### src/rtl/riscv_pkg.sv
// Shared RV32I pipeline definitions for the write-back stage.
// Contents: write-back source select codes, load funct3 codes and the
// MEM/WB pipeline register layout.
package riscv_pkg;

    localparam logic [1:0] WB_SEL_ALU  = 2'b00;
    localparam logic [1:0] WB_SEL_LOAD = 2'b01;
    localparam logic [1:0] WB_SEL_PC4  = 2'b10;
    localparam logic [1:0] WB_SEL_RSVD = 2'b11;

    localparam logic [2:0] F3_LB  = 3'b000;
    localparam logic [2:0] F3_LH  = 3'b001;
    localparam logic [2:0] F3_LW  = 3'b010;
    localparam logic [2:0] F3_LBU = 3'b100;
    localparam logic [2:0] F3_LHU = 3'b101;

    typedef struct packed {
        logic        valid;
        logic [31:0] pc;
        logic [4:0]  rd;
        logic        reg_we;
        logic [1:0]  wb_sel;
        logic [2:0]  funct3;
        logic [1:0]  addr_lo;
        logic [31:0] alu_result;
        logic [31:0] load_data;
    } mem_wb_t;

endpackage

### src/rtl/load_align.sv
// Load data alignment and extension (purely combinational).
// Ports:
//   raw_word   in  32  aligned 32-bit word read from data memory
//   addr_lo    in  2   byte offset of the load address
//   funct3     in  3   RV32I load width/sign encoding
//   load_value out 32  aligned, sign/zero-extended load result
module load_align
    import riscv_pkg::*;
(
    input  logic [31:0] raw_word,
    input  logic [1:0]  addr_lo,
    input  logic [2:0]  funct3,
    output logic [31:0] load_value
);

    logic [7:0]  byte_sel;
    logic [15:0] half_sel;

    always_comb begin
        unique case (addr_lo)
            2'd0:    byte_sel = raw_word[7:0];
            2'd1:    byte_sel = raw_word[15:8];
            2'd2:    byte_sel = raw_word[23:16];
            default: byte_sel = raw_word[31:24];
        endcase
        // Misaligned halfwords simply drop addr_lo[0]; traps are raised elsewhere.
        half_sel = addr_lo[1] ? raw_word[31:16] : raw_word[15:0];

        case (funct3)
            F3_LB:   load_value = {{24{byte_sel[7]}}, byte_sel};
            F3_LBU:  load_value = {24'b0, byte_sel};
            F3_LH:   load_value = {{16{half_sel[15]}}, half_sel};
            F3_LHU:  load_value = {16'b0, half_sel};
            F3_LW:   load_value = raw_word;
            default: load_value = raw_word;
        endcase
    end

endmodule

### src/rtl/wb_stage.sv
// Write-back stage of the five-stage RV32I pipeline.
// Holds the MEM/WB register, selects the write-back source, gates the
// register-file write strobe and counts retired instructions.
// Ports:
//   clock, reset (sync, active-high), stall, flush  pipeline control
//   m_*              memory-stage instruction fields captured into MEM/WB
//   wb_addr_rd/wb_data_rd/wb_write_enable           register-file write port
//   wb_pc, wb_valid  trace of the instruction in WB
//   instret          retired-instruction counter (wraps)
module wb_stage
    import riscv_pkg::*;
#(
    parameter int unsigned XLEN  = 32,
    parameter int unsigned CNT_W = 64
) (
    input  logic             clock,
    input  logic             reset,
    input  logic             stall,
    input  logic             flush,
    input  logic             m_valid,
    input  logic [XLEN-1:0]  m_pc,
    input  logic [4:0]       m_rd,
    input  logic             m_reg_we,
    input  logic [1:0]       m_wb_sel,
    input  logic [2:0]       m_funct3,
    input  logic [1:0]       m_addr_lo,
    input  logic [XLEN-1:0]  m_alu_result,
    input  logic [XLEN-1:0]  m_load_data,
    output logic [XLEN-1:0]  wb_addr_rd,
    output logic [XLEN-1:0]  wb_data_rd,
    output logic             wb_write_enable,
    output logic [XLEN-1:0]  wb_pc,
    output logic             wb_valid,
    output logic [CNT_W-1:0] instret
);

    mem_wb_t          mem_wb_d, mem_wb_q;
    logic [CNT_W-1:0] instret_d, instret_q;
    logic             retire;
    logic [31:0]      load_value;

    // The occupant leaves WB whenever the register is not held; a flush
    // overrides stall, so the occupant still retires in that case.
    assign retire = mem_wb_q.valid & (~stall | flush);

    always_comb begin
        mem_wb_d  = mem_wb_q;
        instret_d = instret_q + {{(CNT_W-1){1'b0}}, retire};
        if (reset) begin
            mem_wb_d  = '0;
            instret_d = '0;
        end else if (flush) begin
            mem_wb_d       = mem_wb_q;
            mem_wb_d.valid = 1'b0;
        end else if (!stall) begin
            mem_wb_d.valid      = m_valid;
            mem_wb_d.pc         = m_pc;
            mem_wb_d.rd         = m_rd;
            mem_wb_d.reg_we     = m_reg_we;
            mem_wb_d.wb_sel     = m_wb_sel;
            mem_wb_d.funct3     = m_funct3;
            mem_wb_d.addr_lo    = m_addr_lo;
            mem_wb_d.alu_result = m_alu_result;
            mem_wb_d.load_data  = m_load_data;
        end
    end

    always_ff @(posedge clock) begin
        mem_wb_q  <= mem_wb_d;
        instret_q <= instret_d;
    end

    load_align u_load_align (
        .raw_word   (mem_wb_q.load_data),
        .addr_lo    (mem_wb_q.addr_lo),
        .funct3     (mem_wb_q.funct3),
        .load_value (load_value)
    );

    always_comb begin
        unique case (mem_wb_q.wb_sel)
            WB_SEL_ALU:  wb_data_rd = mem_wb_q.alu_result;
            WB_SEL_LOAD: wb_data_rd = load_value;
            WB_SEL_PC4:  wb_data_rd = mem_wb_q.pc + 32'd4;  // wraps modulo 2^32
            default:     wb_data_rd = '0;
        endcase
    end

    // Writes to x0 and reserved sources are suppressed; the strobe stays high
    // through a stall because re-writing the same value is harmless.
    assign wb_write_enable = mem_wb_q.valid & mem_wb_q.reg_we & (mem_wb_q.rd != 5'd0) &
                             (mem_wb_q.wb_sel != WB_SEL_RSVD);
    assign wb_addr_rd      = {27'b0, mem_wb_q.rd};
    assign wb_pc           = mem_wb_q.pc;
    assign wb_valid        = mem_wb_q.valid;
    assign instret         = instret_q;

endmodule

### config.mk
export PLATFORM = sky130hd
export DESIGN_NAME = wb_stage
export DESIGN_NICKNAME = d
export VERILOG_FILES = /design/src/rtl/riscv_pkg.sv /design/src/rtl/load_align.sv /design/src/rtl/wb_stage.sv
export SDC_FILE = /design/constraint.sdc
export NUM_CORES = 1
export LEC_CHECK = 0
export CORE_UTILIZATION = 29
export CTS_BUF_LIST = sky130_fd_sc_hd__clkbuf_16
export DETAILED_ROUTE_END_ITERATION = 6
export MAX_ROUTING_LAYER = met4
export SKIP_CTS_REPAIR_TIMING = 1
export SYNTH_ARGS = -nofsm -noshare
export SYNTH_HDL_FRONTEND = slang
export SYNTH_SLANG_ARGS = --single-unit
### constraint.sdc
create_clock -name clock -period 7.1 [get_ports clock]
set_input_delay 1.065 -clock clock [delete_from_list [all_inputs] [get_ports clock]]
set_output_delay 1.065 -clock clock [all_outputs]
set_load 0.005 [all_outputs]
; ---- Word level (Yosys, flattened, before mapping)
; Index checks and enable logic that the tools add are counted.
[word_totals]
register_bits = 174
latchBits = 0
ram_bits = 0
romBits = 0
in_bits = 114
word_cells = 37
mem_count = 0
[op_classes]
add_sub_neg = 2
multipliers = 0
div = 0
order_cmp = 0
eq_ne = 8
n_shift = 0
mux = 4
bitwise = 7
n_reduce_logical = 6
[ops]
columns = op, count
row1 = case mux 32 bit (4 select lines), 1
row2 = case mux 32 bit (3 select lines), 1
row3 = adder 64 x 1 -> 64 bit, 1
row4 = adder 32 x 3 -> 32 bit (second input constant), 1
row5 = case mux 8 bit (3 select lines), 1
row6 = two-way mux 16 bit, 1
row7 = equality test 3 bit (second input constant), 2
row8 = nonzero test 5 bit, 1
row9 = AND 1 bit, 4
row10 = equality test 2 x 1 -> 1 bit (second input constant), 2
row11 = equality test 2 bit (second input constant), 2
row12 = zero test 2 bit, 2
row13 = equality test 3 x 1 -> 1 bit (second input constant), 1
row14 = zero test 3 bit, 1
row15 = != test 2 bit (second input constant), 1
row16 = NOT 1 bit, 2
row17 = AND reduction 2 bit, 1
row18 = OR reduction 2 bit, 1
row19 = OR 1 bit, 1

; ---- Logic depth before layout (Yosys ltp)
; Gate-level depths: netlist of run 1.
[logic_depth]
word_depth = 4
mapped_depth = 10
depth_no_buf = 9

; ---- Cells and area by module
; Synthesis of run 1 repeated with hierarchy kept, for this count alone.
[hier_totals]
hier_cells = 1229
hier_area_um2 = 9557.9
[by_module_without_submodules]
columns = module, n_inst, cells_per_inst, area_each_um2
row1 = wb_stage, 1, 1096, 8588.2
row2 = load_align, 1, 133, 969.7

; ---- Worst setup path after synthesis of run 1
; No wires, ideal clock.
[synth_path]
path_kind = input to register
from = in flush
to = reg instret_q[52], in the netlist instret[52]
setup_ns = 0.071
arrival_ns = 2.949
required_time_ns = 7.029
slack_ns = 4.080
stages = 10
cell_sequence = inv_1 a21boi_0 ha_1 ha_1 nand2_1 nor3_2 buf_2 nand4_1 or4_1 a21oi_1
[synth_between]
elab_chain_len = 3
[synth_lines]
columns = item, line_no
row1 = from (decl), wb_stage.sv:19  ; input logic flush,
row2 = OR 1 bit, wb_stage.sv:44  ; assign retire = mem_wb_q.valid & (~stall | flush);
row3 = AND 1 bit, wb_stage.sv:44
row4 = adder 64 x 1 -> 64 bit, wb_stage.sv:48  ; instret_d = instret_q + {{(CNT_W-1){1'b0}}, retire};
row5 = to (signal assigned), wb_stage.sv:70  ; instret_q <= instret_d;
row6 = to (decl), wb_stage.sv:38  ; logic [CNT_W-1:0] instret_d, instret_q;
; Every way passes these cells.
; A chain may end at the register's enable or synchronous reset.

; ---- Final worst setup path of run 1
[layout_path]
from = reg mem_wb_q[65] (netlist name)
to = out wb_data_rd[14]
[layout_between]
elab_chain_len = 4
elab_cells_between_ends = 7
cone_classes = eq/ne (2) / mux (4) / reduce/logical (1)
[layout_lines]
columns = item, line_no
row1 = from (decl), wb_stage.sv:37  ; mem_wb_t mem_wb_d, mem_wb_q;
row2 = from (signal assigned), wb_stage.sv:69  ; mem_wb_q <= mem_wb_d;
row3 = equality test 2 bit (tied with other cells), load_align.sv:20  ; unique case (addr_lo)
row4 = case mux 8 bit (3 select lines), load_align.sv:20
row5 = case mux 32 bit (4 select lines) *, load_align.sv:29  ; case (funct3)
row6 = case mux 32 bit (3 select lines) *, wb_stage.sv:81  ; unique case (mem_wb_q.wb_sel)
row7 = to (decl), wb_stage.sv:30  ; output logic [XLEN-1:0] wb_data_rd,
; Every way passes the cells marked *; elsewhere a longest branch is shown, timed or not.

==> results of run 1 <==
[critical path, stage by stage, from the launching register on]
cell	delay [ns]
sky130_fd_sc_hd__dfxtp_1	0.87
sky130_fd_sc_hd__mux2i_1	0.30
sky130_fd_sc_hd__a2111oi_2	0.90
sky130_fd_sc_hd__o221ai_1	0.26
sky130_fd_sc_hd__o21ai_0	0.15
sky130_fd_sc_hd__clkdlybuf4s50_1	0.55
[power by group through the flow]
stage | sequential (mW) | clock (mW) | combinational [mW]
after global placement | 1.06 | 0 | 0.276
final | 1.04 | 0.986 | 0.278
after detailed placement | 1.06 | 0 | 0.278
after global routing | 1.04 | 1.05 | 0.303
after floorplan | 1.05 | 0 | 0.153
after CTS | 1.04 | 1.01 | 0.280
[stage by stage]
stage                     total power [mW]  utilization (%)  hold slack [ns]  cells  setup WS (ns)
after floorplan                       1.20                -            0.431   1207           4.08
after global placement                1.34             37.2            0.441   1724           2.87
after detailed placement              1.34             37.2            0.444   1724           2.77
after CTS                             2.33             39.2            0.456   1756           2.59
after global routing                  2.40             39.2            0.478   1760           2.44
final                                 2.30             39.2            0.457   1761           2.57
[final cells by class]
cell class                 instances  area share [%]
multi-input combinational        884            40.0
sequential                       174            29.1
timing repair buffer             256            21.2
tap                              396            4.13
clock buffer                      17            3.55
clock inverter                    15            1.49
inverter                          14           0.438
antenna                            5           0.104
[cells in the mapped netlist, types with 3 or more instances]
cell type                  count
sky130_fd_sc_hd__inv_1        14
sky130_fd_sc_hd__nand4_1      35
sky130_fd_sc_hd__xnor2_1      19
sky130_fd_sc_hd__a311o_1      14
sky130_fd_sc_hd__o221ai_1      6
sky130_fd_sc_hd__or3_1        19
sky130_fd_sc_hd__clkbuf_1     63
sky130_fd_sc_hd__nand2_1     267
sky130_fd_sc_hd__xor2_1       40
sky130_fd_sc_hd__nor2b_1      12
sky130_fd_sc_hd__or4_1         6
sky130_fd_sc_hd__nor3_1       17
sky130_fd_sc_hd__a211oi_1      4
sky130_fd_sc_hd__o22ai_1       7
sky130_fd_sc_hd__ha_1          3
sky130_fd_sc_hd__a21oi_1     151
sky130_fd_sc_hd__nand3_1      33
sky130_fd_sc_hd__nor4_1        7
sky130_fd_sc_hd__buf_4        64
sky130_fd_sc_hd__nor4_4        3
sky130_fd_sc_hd__mux2i_1      19
sky130_fd_sc_hd__nand4_2       3
sky130_fd_sc_hd__o31ai_1       4
sky130_fd_sc_hd__and2_1        4
sky130_fd_sc_hd__dfxtp_1     174
sky130_fd_sc_hd__a31oi_1       3
sky130_fd_sc_hd__and4_1        7
sky130_fd_sc_hd__nor2_1       80
sky130_fd_sc_hd__o21ai_0      48
sky130_fd_sc_hd__nor3b_1       7
sky130_fd_sc_hd__and3_1       12
sky130_fd_sc_hd__buf_1         3
[how the worst min path moves through the flow]
stage,end,slack [ns],depth (start not counted)
final,mem_wb_q[60],0.46,2
after global routing,mem_wb_q[1],0.48,2
after CTS,mem_wb_q[60],0.46,2
after detailed placement,mem_wb_q[60],0.44,2
after global placement,mem_wb_q[60],0.44,2
after floorplan,mem_wb_q[60],0.43,2
[sequential cells by signal (all words and copies together) (netlist names)]
signal and count:
mem_wb_q 72, instret 64, wb_pc 32, wb_valid 1, wb_addr_rd 5
[per-layer routing]
metal	wire [um]	GRT usage (%)	share of wire (%)
met4	529	5.73	1.7
met2	13900	30.0	45
met5	0	-	0
met1	13600	24.6	45
met3	2490	5.56	8.2
[cells by family after synthesis]
group	Yosys count
AO/OA/AOI/OAI	249
XOR/XNOR	59
adder cells (fa/ha/maj)	3
buffers and inverters	149
flip-flops	174
multiplexers	21
other	1
AND/OR/NAND/NOR	525
==> results.py, run 1 <==
metrics = {
    "worst_setup_path": {
        "cell_count_of_the_worst_reg_to_reg_path": 7,
        "crit_path_max_fanout": 20,
        "kind_of_capture_point_of_the_worst_setup_path": "output pin",
        "endpoint_of_the_lowest_slack_register_to_register_path": "instret[51]",
        "worstSetupStartpoint": "mem_wb_q[65]",
        "worst-r2r-setup-slack_ns": 4.07,
        "cp-endpoint": "wb_data_rd[14]",
        "critical_path_required_ns": 6.03,
        "critPathArrivalTime_ns": 3.46,
        "reg2reg_from": "wb_valid",
        "critPathLaunchType": "flop",
        "timing_worst_setup_path_type": "flop to output pin",
    },
    "logic_synthesis": {
        "async_flop_share_pct": 0,
        "synth_simple_gate_area_share_pct": 27.8,
        "synth_sequential_area_ratio_pct": 38.7,
        "synth.lib_cells_used.distinct": 58,
        "synth.area.top_cells": "sky130_fd_sc_hd__dfxtp_1 39%, sky130_fd_sc_hd__nand2_1 11%, sky130_fd_sc_hd__a21oi_1 8.4%",
        "yosysTopAreaCell": "sky130_fd_sc_hd__dfxtp_1",
        "synthMuxAreaShare_pct": 2.36,
        "synth-compound-area-share_pct": 15.8,
        "post_synth_top_area_share_pct": 38.7,
        "edff_count_synth": 0,
        "synth_fa_ha_area_share_pct": 0.417,
        "syn-instance-count": 1181,
        "synth-xor-area-share_pct": 5.74,
        "synth_top_family_by_area": "simple AND/OR/NAND/NOR gates",
        "synth.avg_cell_area_um2": 7.62,
        "synth.cell_area_um2": 8990,
        "synthFlopType": "sky130_fd_sc_hd__dfxtp_1",
        "synth_seq_cells": 174,
        "synth-warning-count": 0,
    },
    "clock_tree": {
        "clock_sinks": 174,
        "ctsLongestPathBuffers": 2,
        "tritoncts.num_buffers": 17,
        "cts.htree.levels": 4,
        "clkSlewWorstSetupHoldPaths_ns": 0.07,
        "clk-insertion-delay-late_ns": 0.44,
        "root_buffer": "sky130_fd_sc_hd__clkbuf_16",
        "tritoncts_clock_tree": "yes",
    },
    "timing": {
        "grt_setup_unrepaired": "no",
        "final_max_slew_viols": 0,
        "finalHoldViolations": 0,
        "fin_tns_setup_ns": 0,
        "fin_worst_skew_ns": 0.0128,
        "slew_headroom_pct": 35.0,
        "achievable-frequency_mhz": 221,
        "worst_slew_pin_slew_ns": 0.975,
        "finalWorstPathRequiredPeriod_ns": 4.53,
        "finalSetupViolCount": 0,
        "finalCritPeriodShare_pct": 63.7,
    },
    "floorplan": {
        "die-area_um2": 31700,
        "fp.dieH_um": 178,
        "core_region_area_um2": 30600,
        "num_io_pins": 276,
        "fp.dieW_um": 178,
        "effective_utilization_at_floorplan_pct": 29.4,
        "core.rowCount": 64,
    },
    "final_layout": {
        "finish.net_count": 1464,
        "final_common_cell": "sky130_fd_sc_hd__nand2_1",
        "regArea_um2": 3480,
        "post_route_cells_drive_above_1_share_pct": 4.41,
        "stdcell_area_um2": 12000,
        "multiInputGateArea_um2": 4800,
        "n_fill_cell": 3160,
        "areaGrowthSynthToFinish_pct": 33.3,
        "commonest_cells_after_routing_fill_and_taps_aside": "267 x sky130_fd_sc_hd__nand2_1, 247 x sky130_fd_sc_hd__clkdlybuf4s50_1, 173 x sky130_fd_sc_hd__dfxtp_1",
    },
    "routing": {
        "antenna_violating_nets_post_route": 0,
        "viasPerCell": 4.98,
        "routed_wire_length_per_instance_um": 17.3,
        "drc": 0,
        "drt-pass1-iter-count": 5,
        "vias": 8778,
        "drt_iter0_markers": 671,
        "routed_wirelength_um": 30500,
    },
    "pwr": {
        "internal-power_mw": 1.68,
        "seq_power_share_pct": 45.1,
        "peakVddDrop_mv": 0.143,
        "net-switching-power_mw": 0.618,
        "power-per-cell-area_nw_per_um2": 192,
        "power.leakage_nw": 4.08,
        "switching_share_pct": 26.8,
        "clock_power_share_pct": 42.8,
        "power.share.combinational_pct": 12.1,
    },
    "global_routing": {
        "global_route.overflow_total": 0,
        "grt_first_pass_wirelength_um": 46100,
        "grt_usage_pct": 19.5,
        "grt_max_degree": 90,
        "initial_antenna_violation_count": 4,
        "number_of_global_route_vias_before_repair": 8136,
    },
    "placed_design": {
        "io_buffers": 248,
        "hpwlAfterDp_um": 22000,
        "place.gp.congestion": 0.889,
        "detailed_place.area_um2": 11400,
    },
    "flow_run": {
        "maxcap_violations": 0,
    },
    "hold_path": {
        "min_from": "mem_wb_q[60]",
        "hold_path.class": "flop to flop",
    },
    "status": {
        "outcome": "complete, no violations",
    },
}
(Power assumes the default switching activity.)
==> run 2, diff against run 1 <==
==> constraint.sdc (replaced) <==
create_clock -name clock -period 3.8 [get_ports clock]
set_input_delay 0.57 -clock clock [delete_from_list [all_inputs] [get_ports clock]]
set_output_delay 0.57 -clock clock [all_outputs]
set_load 0.005 [all_outputs]
==> run 2 against run 1 <==
Compared with the run above: global-route usage is 0.17 points higher; critical path depth is 3 higher; wire length is 0.79% higher; largest cell class unchanged; highest routed layer unchanged.
==> results.py, run 2 (synthesized netlist as in run 1, its figures left out) <==
metrics = {
    "floorplan": {
        "fp.dieH_um": 178,
        "die-area_um2": 31700,
        "core_region_area_um2": 30600,
        "fp.dieW_um": 178,
        "num_io_pins": 276,
        "effective_utilization_at_floorplan_pct": 29.4,
        "core.rowCount": 64,
    },
    "pwr": {
        "post-layout-total-power_mw": 4.20,
        "power-per-cell-area_nw_per_um2": 347,
        "power.leakage_nw": 4.14,
        "peakVddDrop_mv": 0.239,
    },
    "worst_setup_path": {
        "kind_of_capture_point_of_the_worst_setup_path": "output pin",
        "timing_worst_setup_path_type": "flop to output pin",
        "critical_path.slowest_cell": "sky130_fd_sc_hd__dfxtp_1",
        "worstPathCellList": "nand4_2, nor4_4, buf_4, buf_4, nand3_1, mux2_2, a211o_1, clkdlybuf4s50_1",
        "cp_common_cell": "sky130_fd_sc_hd__buf_4",
        "crit_path_max_fanout": 8,
        "cpPeakStageDelay_ns": 0.49,
        "timing.critical_path.max_delay_family": "buffers and inverters",
        "critPathArrivalTime_ns": 3.02,
        "timing.critical_path.buf_inv": 3,
        "critical_path_required_ns": 3.23,
        "critPathLaunchType": "flop",
    },
    "global_routing": {
        "grt_first_pass_wirelength_um": 46400,
        "grt_usage_pct": 19.6,
        "initial_antenna_violation_count": 4,
        "global_route.overflow_total": 0,
        "number_of_global_route_vias_before_repair": 8127,
        "grt_max_degree": 119,
    },
    "clock_tree": {
        "clock_sinks": 174,
        "clkSlewWorstSetupHoldPaths_ns": 0.07,
        "tritoncts.num_buffers": 17,
        "tritoncts_clock_tree": "yes",
        "cts.htree.levels": 4,
        "ctsLongestPathBuffers": 2,
        "root_buffer": "sky130_fd_sc_hd__clkbuf_16",
        "clk-insertion-delay-late_ns": 0.43,
    },
    "final_layout": {
        "post_route_cells_drive_above_1_share_pct": 5.46,
        "finish.net_count": 1478,
        "fin_cells": 1773,
        "regMostFlops": "mem_wb_q",
        "areaGrowthSynthToFinish_pct": 34.4,
        "largest_register_ff_count": 72,
        "postLayoutCoreUtil_pct": 39.5,
        "commonest_cells_after_routing_fill_and_taps_aside": "266 x sky130_fd_sc_hd__nand2_1, 247 x sky130_fd_sc_hd__clkdlybuf4s50_1, 173 x sky130_fd_sc_hd__dfxtp_1",
        "stdcell_area_um2": 12100,
        "final_common_cell": "sky130_fd_sc_hd__nand2_1",
    },
    "placed_design": {
        "place.gp.congestion": 0.900,
        "io_buffers": 248,
        "place_inst": 1736,
        "detailed_place.area_um2": 11500,
        "hpwlAfterDp_um": 22300,
    },
    "flow_run": {
        "maxcap_violations": 0,
    },
    "timing": {
        "final_max_slew_viols": 0,
        "grt_setup_unrepaired": "no",
        "finalWorstPathRequiredPeriod_ns": 3.59,
        "finalCritPeriodShare_pct": 94.4,
        "finalHoldViolations": 0,
        "slew_headroom_pct": 36.3,
        "finalSetupViolCount": 0,
        "fin_worst_skew_ns": 0.0125,
        "worst_slew_pin_slew_ns": 0.955,
        "achievable-frequency_mhz": 279,
        "fin_tns_setup_ns": 0,
    },
    "routing": {
        "routed_wirelength_um": 30700,
        "viasPerCell": 4.91,
        "drt_iter0_markers": 549,
        "antenna_violating_nets_post_route": 0,
        "drc": 0,
        "routed_wire_length_per_instance_um": 17.3,
        "drt-pass1-iter-count": 5,
        "vias": 8705,
    },
    "hold_path": {
        "hold_path.class": "flop to flop",
    },
    "status": {
        "outcome": "complete, no violations",
    },
}
run 2: where the power goes:
| part | switching [mW] | internal (mW) | total (mW) |
|---|---|---|---|
| sequential | 0.0631 | 1.88 | 1.94 |
| combinational | 0.251 | 0.281 | 0.532 |
| clock | 0.813 | 0.913 | 1.73 |
run 2: worst paths after layout:
| path | slack (ns) | to | from | cells past startpoint |
|---|---|---|---|---|
| setup / recovery | 0.21 | wb_data_rd[25] | wb_pc[4] | 8 |
| hold / removal | 0.45 | mem_wb_q[60] | mem_wb_q[60] | 2 |
| setup reg to reg | 1.05 | instret[52] | wb_valid | 8 |
| hold reg to reg | 0.45 | mem_wb_q[60] | mem_wb_q[60] | 2 |
run 2: stage by stage:
step	hold slack, ns	worst slack (ns)
after CTS	0.450	-0.0469
final	0.452	0.211
after detailed placement	0.441	0.356
after floorplan	0.431	1.28
after global placement	0.441	0.362
after global routing	0.465	0.0290
run 2: worst min-delay path: cells and delay by family (launching register included):
family / cells / cell delay (ns)
DFF: 1 / 0.31
AOI/OAI and AO/OA: 1 / 0.05
and+or+nand+nor: 1 / 0.05
run 2: layout make-up:
class | count | area, um2
Antenna cell | 4 | 10.0
Timing Repair Buffer | 270 | 2690
Clock inverter | 14 | 135
Sequential cell | 174 | 3480
Multi-Input combinational cell | 884 | 4800
Inverter | 14 | 52.6
Clock buffer | 17 | 425
Tap cell | 396 | 495
Fill cell | 3199 | 18500
run 2: layer usage:
layer / wire length [um] / part of all wire, % / up-vias / track usage, %
met1: 13800 / 45 / 4039 / 24.8
met4: 425 / 1.4 / 0 / 4.70
li1: - / - / 4342 / -
met2: 14000 / 46 / 294 / 30.4
met3: 2440 / 7.9 / 30 / 5.97
met5: 0 / 0 / - / -
